<file path="src/rtl/decoder_3to8_seq.sv">
// decoder_3to8_seq: handshaked 3-to-8 decoder that holds each one-hot code for HOLD cycles and then idles for GAP cycles; optional parity check under DECODER_PARITY_EN
module decoder_3to8_seq #(
   parameter int HOLD = 2,
   parameter int GAP  = 1
) (
   input  logic clk,
   input  logic rst,
   input  logic in_valid,
   output logic in_ready,
   input  logic y2,
   input  logic y1,
   input  logic y0,
   output logic a7,
   output logic a6,
   output logic a5,
   output logic a4,
   output logic a3,
   output logic a2,
   output logic a1,
   output logic a0,
   output logic busy,
   output logic done
`ifdef DECODER_PARITY_EN
   ,
   input  logic y_par,
   output logic err
`endif
);
   localparam logic [1:0] S_IDLE  = 2'd0;
   localparam logic [1:0] S_DRIVE = 2'd1;
   localparam logic [1:0] S_GAP   = 2'd2;
   localparam logic [3:0] HOLD_CNT = (HOLD == 0) ? 4'd1 : 4'(HOLD);
   localparam logic [3:0] GAP_CNT  = 4'(GAP);
   logic [1:0] r_state;
   logic [3:0] r_cnt;
   logic [2:0] r_code;
   logic       w_acc;
   logic       w_par_ok;
   logic       w_last;
   logic [7:0] w_a;
   assign in_ready = r_state == S_IDLE;
   assign busy     = r_state != S_IDLE;
   assign w_acc    = in_valid && in_ready;
   assign w_last   = r_cnt == 4'd1;
   assign done     = r_state == S_DRIVE && w_last;
   assign w_a      = (r_state == S_DRIVE) ? (8'd1 << r_code) : 8'd0;
   assign {a7, a6, a5, a4, a3, a2, a1, a0} = w_a;
`ifdef DECODER_PARITY_EN
   assign w_par_ok = ~^{y2, y1, y0, y_par};
   logic r_err;
   assign err = r_err;
   // one-cycle error pulse for a code accepted with bad parity
   always_ff @(posedge clk) begin
      if (rst) r_err <= 1'b0;
      else     r_err <= w_acc && !w_par_ok;
   end
`else
   assign w_par_ok = 1'b1;
`endif
   // IDLE/DRIVE/GAP sequencing with a shared down-counter for both windows
   always_ff @(posedge clk) begin
      if (rst) begin
         r_state <= S_IDLE;
         r_cnt   <= 4'd0;
         r_code  <= 3'd0;
      end else if (w_acc) begin
         r_code <= {y2, y1, y0};
         if (w_par_ok) begin
            r_state <= S_DRIVE;
            r_cnt   <= HOLD_CNT;
         end else begin
            r_state <= (GAP_CNT != 4'd0) ? S_GAP : S_IDLE;
            r_cnt   <= GAP_CNT;
         end
      end else if (r_state != S_IDLE) begin
         if (w_last) begin
            r_state <= (r_state == S_DRIVE && GAP_CNT != 4'd0) ? S_GAP : S_IDLE;
            r_cnt   <= (r_state == S_DRIVE) ? GAP_CNT : 4'd0;
         end else begin
            r_cnt <= r_cnt - 4'd1;
         end
      end
   end
endmodule
</file>
<file path="config.mk">
export PLATFORM = sky130hd
export DESIGN_NAME = decoder_3to8_seq
export DESIGN_NICKNAME = d
export VERILOG_FILES = /design/src/rtl/decoder_3to8_seq.sv
export SDC_FILE = /design/constraint.sdc
export NUM_CORES = 1
export LEC_CHECK = 0
export ABC_AREA = 1
export CORE_AREA = 2 2 39 41
export CTS_CLUSTER_DIAMETER = 80
export DETAILED_ROUTE_END_ITERATION = 16
export DIE_AREA = 0 0 41 43
export PLACE_DENSITY = 0.69
export SLEW_MARGIN = 30
export SYNTH_ARGS = -nofsm -noshare
export SYNTH_HDL_FRONTEND = slang
export SYNTH_SLANG_ARGS = --single-unit
</file>
<file path="constraint.sdc">
create_clock -name clk -period 1.2 [get_ports clk]
set_input_delay 0.12 -clock clk [delete_from_list [all_inputs] [get_ports clk]]
set_output_delay 0.12 -clock clk [all_outputs]
set_load 0.02 [all_outputs]
</file>
# --- Word-level counts from Yosys, hierarchy flattened ---
# Cells that the tools add are included.
totals:
  wordCells: 27
  output_inout_bits: 11
  inputBits: 6
  ff_bits: 9
op_classes:
  n_shift: 1
  addsub: 1
  n_eq_ne: 2
  n_reduce_logical: 9
  n_mux: 9
op_table:
  columns: ["operator", "count"]
  rows:
  - ["$mux W8", 1]
  - ["$shl A1 B3 Y8 const A", 1]
  - ["$mux W2", 3]
  - ["$reduce_bool A2 Y1", 3]
  - ["$eq A4 B1 Y1 const B", 1]
  - ["$mux W1", 4]
  - ["$mux W4", 1]
  - ["$reduce_and A2 Y1", 2]
  - ["$sub A4 B1 Y4 const B", 1]
  - ["$eq A2 B1 Y1 const B", 1]
  - ["$logic_and A1 B1 Y1", 2]
  - ["$logic_not A2 Y1", 1]
  - ["$reduce_or A2 Y1", 1]

# --- Depth between registers and ports, before layout ---
# Gate-level depths: netlist of the first run.
logic_depth:
  word_depth: 5
  depth_mapped: 7
  mapped_depth_nobuf: 7

# --- Least setup slack after synthesis of the first run ---
# OpenSTA, ideal clock, no wires.
synth_path:
  kind: "register -> register"
  startpoint: "register r_state[0]"
  endpoint: "register r_code[0]"
  setup_ns: 0.116
  n_path_buf: 0
  arrival_time_ns: 0.951
  stages_incl_launch_ff: 5
  required_time_ns: 1.084
  slack_ns: 0.134
  period_less_slack_ns: 1.066
  cell_sequence: "dfxtp_1 -> nor2_2 -> nand2_4 -> o21ai_0 -> nor2_1"
synth_via:
  elab_chain_len: 2
synth_rtl:
  columns: ["item", "line", "source"]
  rows:
  - ["start: declaration", "34", "logic [1:0] r_state;"]
  - ["start signal: assignment", "72", "r_state <= (GAP_CNT != 4'd0) ? S_GAP : S_IDLE;"]
  - ["start signal: assignment", "77", "r_state <= (r_state == S_DRIVE && GAP_CNT != 4'd0) ? S_GAP : S_IDLE;"]
  - ["$logic_not A2 Y1", "41", "assign in_ready = r_state == S_IDLE;"]
  - ["named net in_ready", "9", "output logic in_ready,"]
  - ["$logic_and A1 B1 Y1", "43", "assign w_acc = in_valid && in_ready;"]
  - ["end signal: assignment", "67", "r_code <= {y2, y1, y0};"]
  - ["end: declaration", "36", "logic [2:0] r_code;"]
# The timed path passes the listed nets, and every way through them passes these cells.
# A chain may end at the register's enable or synchronous reset.

# --- Worst setup path after layout of the first run ---
layout_path:
  startpoint: "register r_state[0]"
  endpoint: "output port a2"
layout_via:
  elab_chain_len: 2
layout_rtl:
  columns: ["item", "line", "source"]
  rows:
  - ["$eq A2 B1 Y1", "46", "assign w_a = (r_state == S_DRIVE) ? (8'd1 << r_code) : 8'd0;"]
  - ["$mux W8", "46", null]
  - ["end: declaration", "18", "output logic a2,"]
# Every way passes these cells.

==> out/summary.log, run 1 <==
[global_route] first-pass GRT wire length 1.876 mm
[critical_path] data arrival time of the critical path 1.12 ns
[die] row count 14
[critical_path] category of the worst setup path launch point flop
[finish] Register Area 185.2 sq um
[timing] post-layout min period 1.236 ns
[global_route] pin count of the biggest net entering global routing 8
[finish] proportion of layout cells with a drive suffix above 1 45.30%
[pwr] worst IR drop on VDD 0.0006189 V
[yosys] Synth Area per Inst 6.164 sq um
[finish] Layout Nets 126
[clock_network] total number of H-tree levels 1
[global_route] number of antenna violations at the first check in global routing 0
[timing] slew at the pin closest to its max-slew limit 0.1588 ns
[timing] slack of the critical path -0.03609 ns
[finish] Finished Core Util 60.31%
[place] HPWL reported at the end of detailed placement 928.8 um
[clock_network] number of clock sinks 9
[yosys] Cell Area, Synth 505.5 sq um
[die] Die X 41 um
[die] die boundary height 43 um
[pwr] P per Cell Area 1031 nW/um^2
[drt] post-detailed-route DRC marker count 0
[critical_path] category of the worst setup path capture point output pin
[clock_network] CTS tree done
[clock_network] number of buffers between clock root and the deepest sink 2
[timing] Final Hold Violating Endpoints 0
[yosys] Unique masters post-synth 14
[critical_path] Worst Path Class, Setup reg2out
[pwr] P_leak 0.4273 nW
[status] violations in the final reports setup timing
[timing] Worst Hold Margin 0.4042 ns
[critical_path] Critical Path Fanout Max 4
[finish] cell area after layout 834.6 sq um
[global_route] vias in the first global route 489
[worst_hold_path] Hold Path Class in2reg
[finish] P&R area growth vs syn 65.10%
[place] final estimated routing congestion in global placement 0.7487
[clock_network] clock latency on the worst-skew pair 0.27 ns
[drt] antenna-violating nets left 0
[clock_network] post-CTS clock slew at the launch and capture registers of the worst setup and hold paths 0.07 ns
[timing] unrepaired setup endpoints after global routing true
[finish] highest-count cells in the layout ignoring fill and taps sky130_fd_sc_hd__buf_4 (23), sky130_fd_sc_hd__nor2_1 (18), sky130_fd_sc_hd__nand2_1 (17)
[die] starting density of the core 36.53%
[place] setup slack at placement -0.2922 ns
[drt] average routed wire per standard cell 8.902 um
[die] placeable core region 1384 sq um
[timing] maximum clock rate 809.0 MHz
[yosys] Yosys warning count 0
[run] count of max-cap constraint violations 0
[yosys] share of the yosys chip area belonging to registers 35.64%
[status] result of the run finished with violations
[global_route] total routing usage reported by global routing 16.62%
[timing] count of endpoints failing setup in the final report 9
[timing] Final Max Tran Viols 0
[clock_network] number of clock buffers inserted by TritonCTS 3
[global_route] leftover overflow at the end of global routing 0
[timing] Final period util 103.0%
[finish] diode count 0
[yosys] post-synthesis register bit count 9
[finish] most common cell after layout, fill and taps aside sky130_fd_sc_hd__buf_4
[clock_network] CTS Root Buffer Type sky130_fd_sc_hd__clkbuf_4
[clock_network] number of hold-repair buffers added at the cts stage 0
[timing] Relative slew margins 89.30%
[place] placement-stage cell area 775.7 sq um
[timing] largest clock skew in the final design 0.01069 ns
[die] die outline area 1763 sq um
[drt] average via count per standard cell 4.346
[finish] area occupied by multi-input gates 304.0 sq um
[drt] First-pass DRT Iterations 3
[critical_path] data required time at the worst endpoint 1.08 ns
[pwr] Design Power 0.8606 mW
[place] input/output buffers 16
[drt] total length of routed wires 1.184 mm
[yosys] number of instances in the synthesized netlist 82
[drt] First DRT Iteration DRCs 4
[drt] total number of vias 578
[die] number of primary I/O pins 17
[yosys] number of nets produced by synthesis 90
[finish] Layout fillers 127
## logic make-up (layout without fill, tap and decap cells)
family	Yosys count	count (layout)	share of synthesized area [%]
adder cells (fa/ha/maj)	2	2	4.950
flip-flops	9	9	35.64
AO/OA/AOI/OAI	7	7	6.930
AND/OR/NAND/NOR	50	50	41.83
buffers and inverters	14	49	10.64
## layer usage
| layer | up-vias | share of wire (%) | global-route usage (%) |
|---|---|---|---|
| li1 | 320 | - | - |
| met1 | 246 | 43 | 17.53 |
| met2 | 10 | 51 | 24.38 |
| met3 | 2 | 4.1 | 9.424 |
| met4 | 0 | 1.6 | 10.00 |
| met5 | - | 0 | 0 |
## metrics by stage
| stage | setup TNS (ns) | std cells |
|---|---|---|
| after global placement | -2.399 | 126 |
| after floorplan | 0 | 82 |
| after detailed placement | -2.587 | 126 |
| after CTS | -0.2099 | 132 |
| final | -0.1964 | 133 |
| after global routing | -0.9222 | 133 |
## cells in the mapped netlist (all sizes together)
cell / instances / area, sq um
nor2: 21 / 81.33
a21oi: 4 / 20.02
ha: 2 / 25.02
clkinv: 1 / 5.000
inv: 13 / 48.80
nand4: 1 / 6.260
nand2: 25 / 108.9
o21ai: 3 / 15.01
nand3: 3 / 15.01
dfxtp: 9 / 180.2
## path summary, 6_finish.rpt
check	from	to	slack (ns)	cells past startpoint
worst min register to register	r_code[0]$_SDFFE_PP0P_	r_code[0]$_SDFFE_PP0P_	0.52	2
worst min-delay path	rst	r_state[0]$_SDFFE_PP0P_	0.40	2
worst max register to register	r_state[0]$_SDFFE_PP0P_	r_code[2]$_SDFFE_PP0P_	0.09	6
worst max-delay path	r_state[0]$_SDFFE_PP0P_	a2	-0.04	5
## critical path, cell delays in order, from the launching register on
cell and delay (ns):
sky130_fd_sc_hd__dfxtp_2 0.34, sky130_fd_sc_hd__inv_2 0.05, sky130_fd_sc_hd__nor2_4 0.13, sky130_fd_sc_hd__nand2_2 0.09, sky130_fd_sc_hd__nor2_1 0.10, sky130_fd_sc_hd__buf_4 0.15
## registers in the layout, summed over array words and instances (netlist names)
signal / cells
r_cnt: 4
r_code: 3
r_state: 2
## what timing repair did
item	4_1_cts	5_1_grt
gates resized for setup	69	1
buffers inserted	2	1
endpoints found under the setup margin	11	9
pin swaps	2	2
## cell type report
| type | instances | share of cell area (%) |
|---|---|---|
| clock buffers | 3 | 2.699 |
| clock inverters | 1 | 0.5997 |
| inverters | 14 | 6.447 |
| multi-input cells | 59 | 36.43 |
| flip-flops and latches | 9 | 22.19 |
| well taps | 16 | 2.399 |
| repair buffers | 31 | 29.24 |
## power by group
group,leakage (nW),internal (mW),switching (mW),total (mW)
clock,0.0177,0.123,0.118,0.242
sequential,0.0755,0.326,0.0188,0.344
combinational,0.334,0.129,0.145,0.274
total,0.427,0.578,0.283,0.861
(Power assumes the default switching activity.)
==> run 2, diff against run 1 <==
PLACE_DENSITY = 0.68   (was 0.69)
==> run 2 against run 1 <==
The run still ends with setup timing left; sequential share of layout area is 0.34 points higher; first-iteration DRC count grew 100%; total power is 2.8% lower; fmax grew 1.5%; combinational power down 4%; setup slack better by 0.018 ns; worst hold slack is essentially flat; core utilization fell by 0.90 points; count of clock-buffer cells in the layout is the same; critical path type unchanged.
==> out/summary.log, run 2 (same netlist as run 1, synthesis figures left out) <==
[finish] highest-count cells in the layout ignoring fill and taps sky130_fd_sc_hd__buf_4 (21), sky130_fd_sc_hd__nand2_1 (17), sky130_fd_sc_hd__nor2_1 (17)
[timing] total negative setup slack -0.02175 ns [+0.1747 ns]
[finish] diode count 0 [unchanged]
[die] row count 14 [unchanged]
[drt] total length of routed wires 1.053 mm [-11%]
[worst_hold_path] startpoint of the most critical hold path rst
[timing] unrepaired setup endpoints after global routing true
[critical_path] Worst Path Class, Setup reg2out
[place] final estimated routing congestion in global placement 0.7143 [-4.6%]
[critical_path] Critical path origin r_cnt[1]$_SDFFE_PP0P_
[finish] Layout Nets 124 [-1.6%]
[place] input/output buffers 16 [unchanged]
[drt] wire length on met2 480 um [-21%]
[timing] maximum clock rate 820.8 MHz [+1.5%]
[clock_network] post-CTS clock slew at the launch and capture registers of the worst setup and hold paths 0.06 ns [about the same]
[pwr] P_leak 0.4174 nW [-2.3%]
[place] setup slack at placement -0.2979 ns [-0.005703 ns]
[drt] average via count per standard cell 4.229 [-2.7%]
[clock_network] number of clock buffers inserted by TritonCTS 3 [unchanged]
[finish] Layout fillers 141 [+11%]
[drt] antenna-violating nets left 0 [unchanged]
[die] Die X 41 um [unchanged]
[global_route] pin count of the biggest net entering global routing 8 [unchanged]
[clock_network] total number of H-tree levels 1 [unchanged]
[finish] Register Area 185.2 sq um [unchanged]
[drt] total number of vias 554 [-4.2%]
[critical_path] startpoint of the lowest-slack register-to-register path r_cnt[1]$_SDFFE_PP0P_
[clock_network] CTS tree done
[clock_network] CTS Root Buffer Type sky130_fd_sc_hd__clkbuf_4
[global_route] vias in the first global route 473 [-3.3%]
[place] HPWL reported at the end of detailed placement 860.5 um [-7.4%]
[critical_path] setup slack on the worst flop-to-flop path 0.06 ns [-0.03 ns]
[status] result of the run finished with violations
[pwr] Design Power 0.8362 mW [-2.8%]
[drt] post-detailed-route DRC marker count 0 [unchanged]
[finish] Finished Core Util 59.40% [-0.90 points]
[timing] count of endpoints failing setup in the final report 2 [-7]
[die] starting density of the core 36.53% [unchanged]
[critical_path] category of the worst setup path capture point output pin
[finish] proportion of layout cells with a drive suffix above 1 45.22% [-0.082 points]
[timing] Final Hold Violating Endpoints 0 [unchanged]
[timing] Final period util 101.5% [-1.5 points]
[global_route] total routing usage reported by global routing 15.76% [-0.85 points]
[drt] First DRT Iteration DRCs 8 [+4]
[clock_network] number of hold-repair buffers added at the cts stage 0 [unchanged]
[global_route] number of antenna violations at the first check in global routing 0 [unchanged]
[timing] Worst Hold Margin 0.4039 ns [-0.0002210 ns]
[die] placeable core region 1384 sq um [unchanged]
[timing] Relative slew margins 89.08% [-0.22 points]
[pwr] worst IR drop on VDD 0.0007029 V [+14%]
[status] violations in the final reports setup timing
[global_route] first-pass GRT wire length 1.842 mm [-1.8%]
[drt] total length of routed met3 wires 49 um [+2.1%]
[clock_network] number of buffers between clock root and the deepest sink 2 [unchanged]
[clock_network] number of clock sinks 9 [unchanged]
[finish] largest registers in the final layout r_cnt x4, r_code x3, r_state x2
[critical_path] Critical Path Fanout Max 2 [-2]
[drt] routed length on met1 510 um [+0.79%]
[timing] Final Max Tran Viols 0 [unchanged]
[finish] P&R area growth vs syn 62.62%
[pwr] P per Cell Area 1017 nW/um^2 [-1.4%]
[critical_path] data required time at the worst endpoint 1.08 ns [about the same]
[critical_path] category of the worst setup path launch point flop
[finish] register containing the most flip-flops in the final layout r_cnt
[finish] area occupied by multi-input gates 306.5 sq um [+0.82%]
[run] count of max-cap constraint violations 0 [unchanged]
[drt] average routed wire per standard cell 8.038 um [-9.7%]
[die] number of primary I/O pins 17 [unchanged]
[timing] post-layout min period 1.218 ns [-0.01771 ns]
[timing] largest clock skew in the final design 0.004288 ns [-0.006401 ns]
[worst_hold_path] Hold Path Class in2reg
[global_route] leftover overflow at the end of global routing 0 [unchanged]
[drt] First-pass DRT Iterations 3 [unchanged]
[clock_network] clock latency on the worst-skew pair 0.26 ns [about the same]
[critical_path] data arrival time of the critical path 1.10 ns [-0.02 ns]
[drt] DR top layer met4
[finish] max reg flops 4 [unchanged]
[die] die outline area 1763 sq um [unchanged]
[timing] slew at the pin closest to its max-slew limit 0.1636 ns [+0.004842 ns]
[die] die boundary height 43 um [unchanged]
[timing] slack of the critical path -0.01838 ns [+0.01771 ns]
[finish] most common cell after layout, fill and taps aside sky130_fd_sc_hd__buf_4
run 2: routing by layer:
metal | vias to the layer above | global-route usage [%]
li1 | 313 | -
met1 | 228 | 19.61
met2 | 11 | 20.63
met3 | 2 | 9.424
met4 | 0 | 8.000
met5 | - | 0
run 2: worst paths after layout:
| check | to | depth (start not counted) |
|---|---|---|
| setup / recovery | done | 7 |
| hold / removal | r_state[0]$_SDFFE_PP0P_ | 2 |
| setup reg to reg | r_cnt[0]$_SDFFE_PP0N_ | 8 |
| hold reg to reg | r_code[2]$_SDFFE_PP0P_ | 2 |
run 2: timing repair:
action,CTS,global route
resized for setup,69,2
pin swaps,1,0
buffers inserted,1,0
endpoints found under the setup margin,11,9
run 2: layout make-up:
type                    count  area share, %
well taps                  16          2.435
repair buffers             29          27.85
multi-input cells          59          37.29
inverters                  14          6.545
clock inverters             1         0.6088
clock buffers               3          2.740
flip-flops and latches      9          22.53
run 2: worst max-delay path: stages, from the launching register on:
cell and delay (ns):
sky130_fd_sc_hd__dfxtp_2 0.33, sky130_fd_sc_hd__inv_2 0.05, sky130_fd_sc_hd__ha_4 0.15, sky130_fd_sc_hd__nand2_2 0.06
sky130_fd_sc_hd__inv_2 0.04, sky130_fd_sc_hd__nand2_2 0.06, sky130_fd_sc_hd__inv_2 0.03, sky130_fd_sc_hd__buf_6 0.12
run 2: where the power goes:
group	internal [mW]	total (mW)	switching [mW]
registers	0.326	0.344	0.0179
clock network	0.123	0.230	0.107
logic	0.120	0.262	0.142
run 2: stage by stage:
stage	cells	area (sq um)
6_report	131	822.0
4_1_cts	131	817.0
2_1_floorplan	82	505.5
5_1_grt	131	822.0
3_5_place_dp	126	775.7
3_3_place_gp	126	775.7
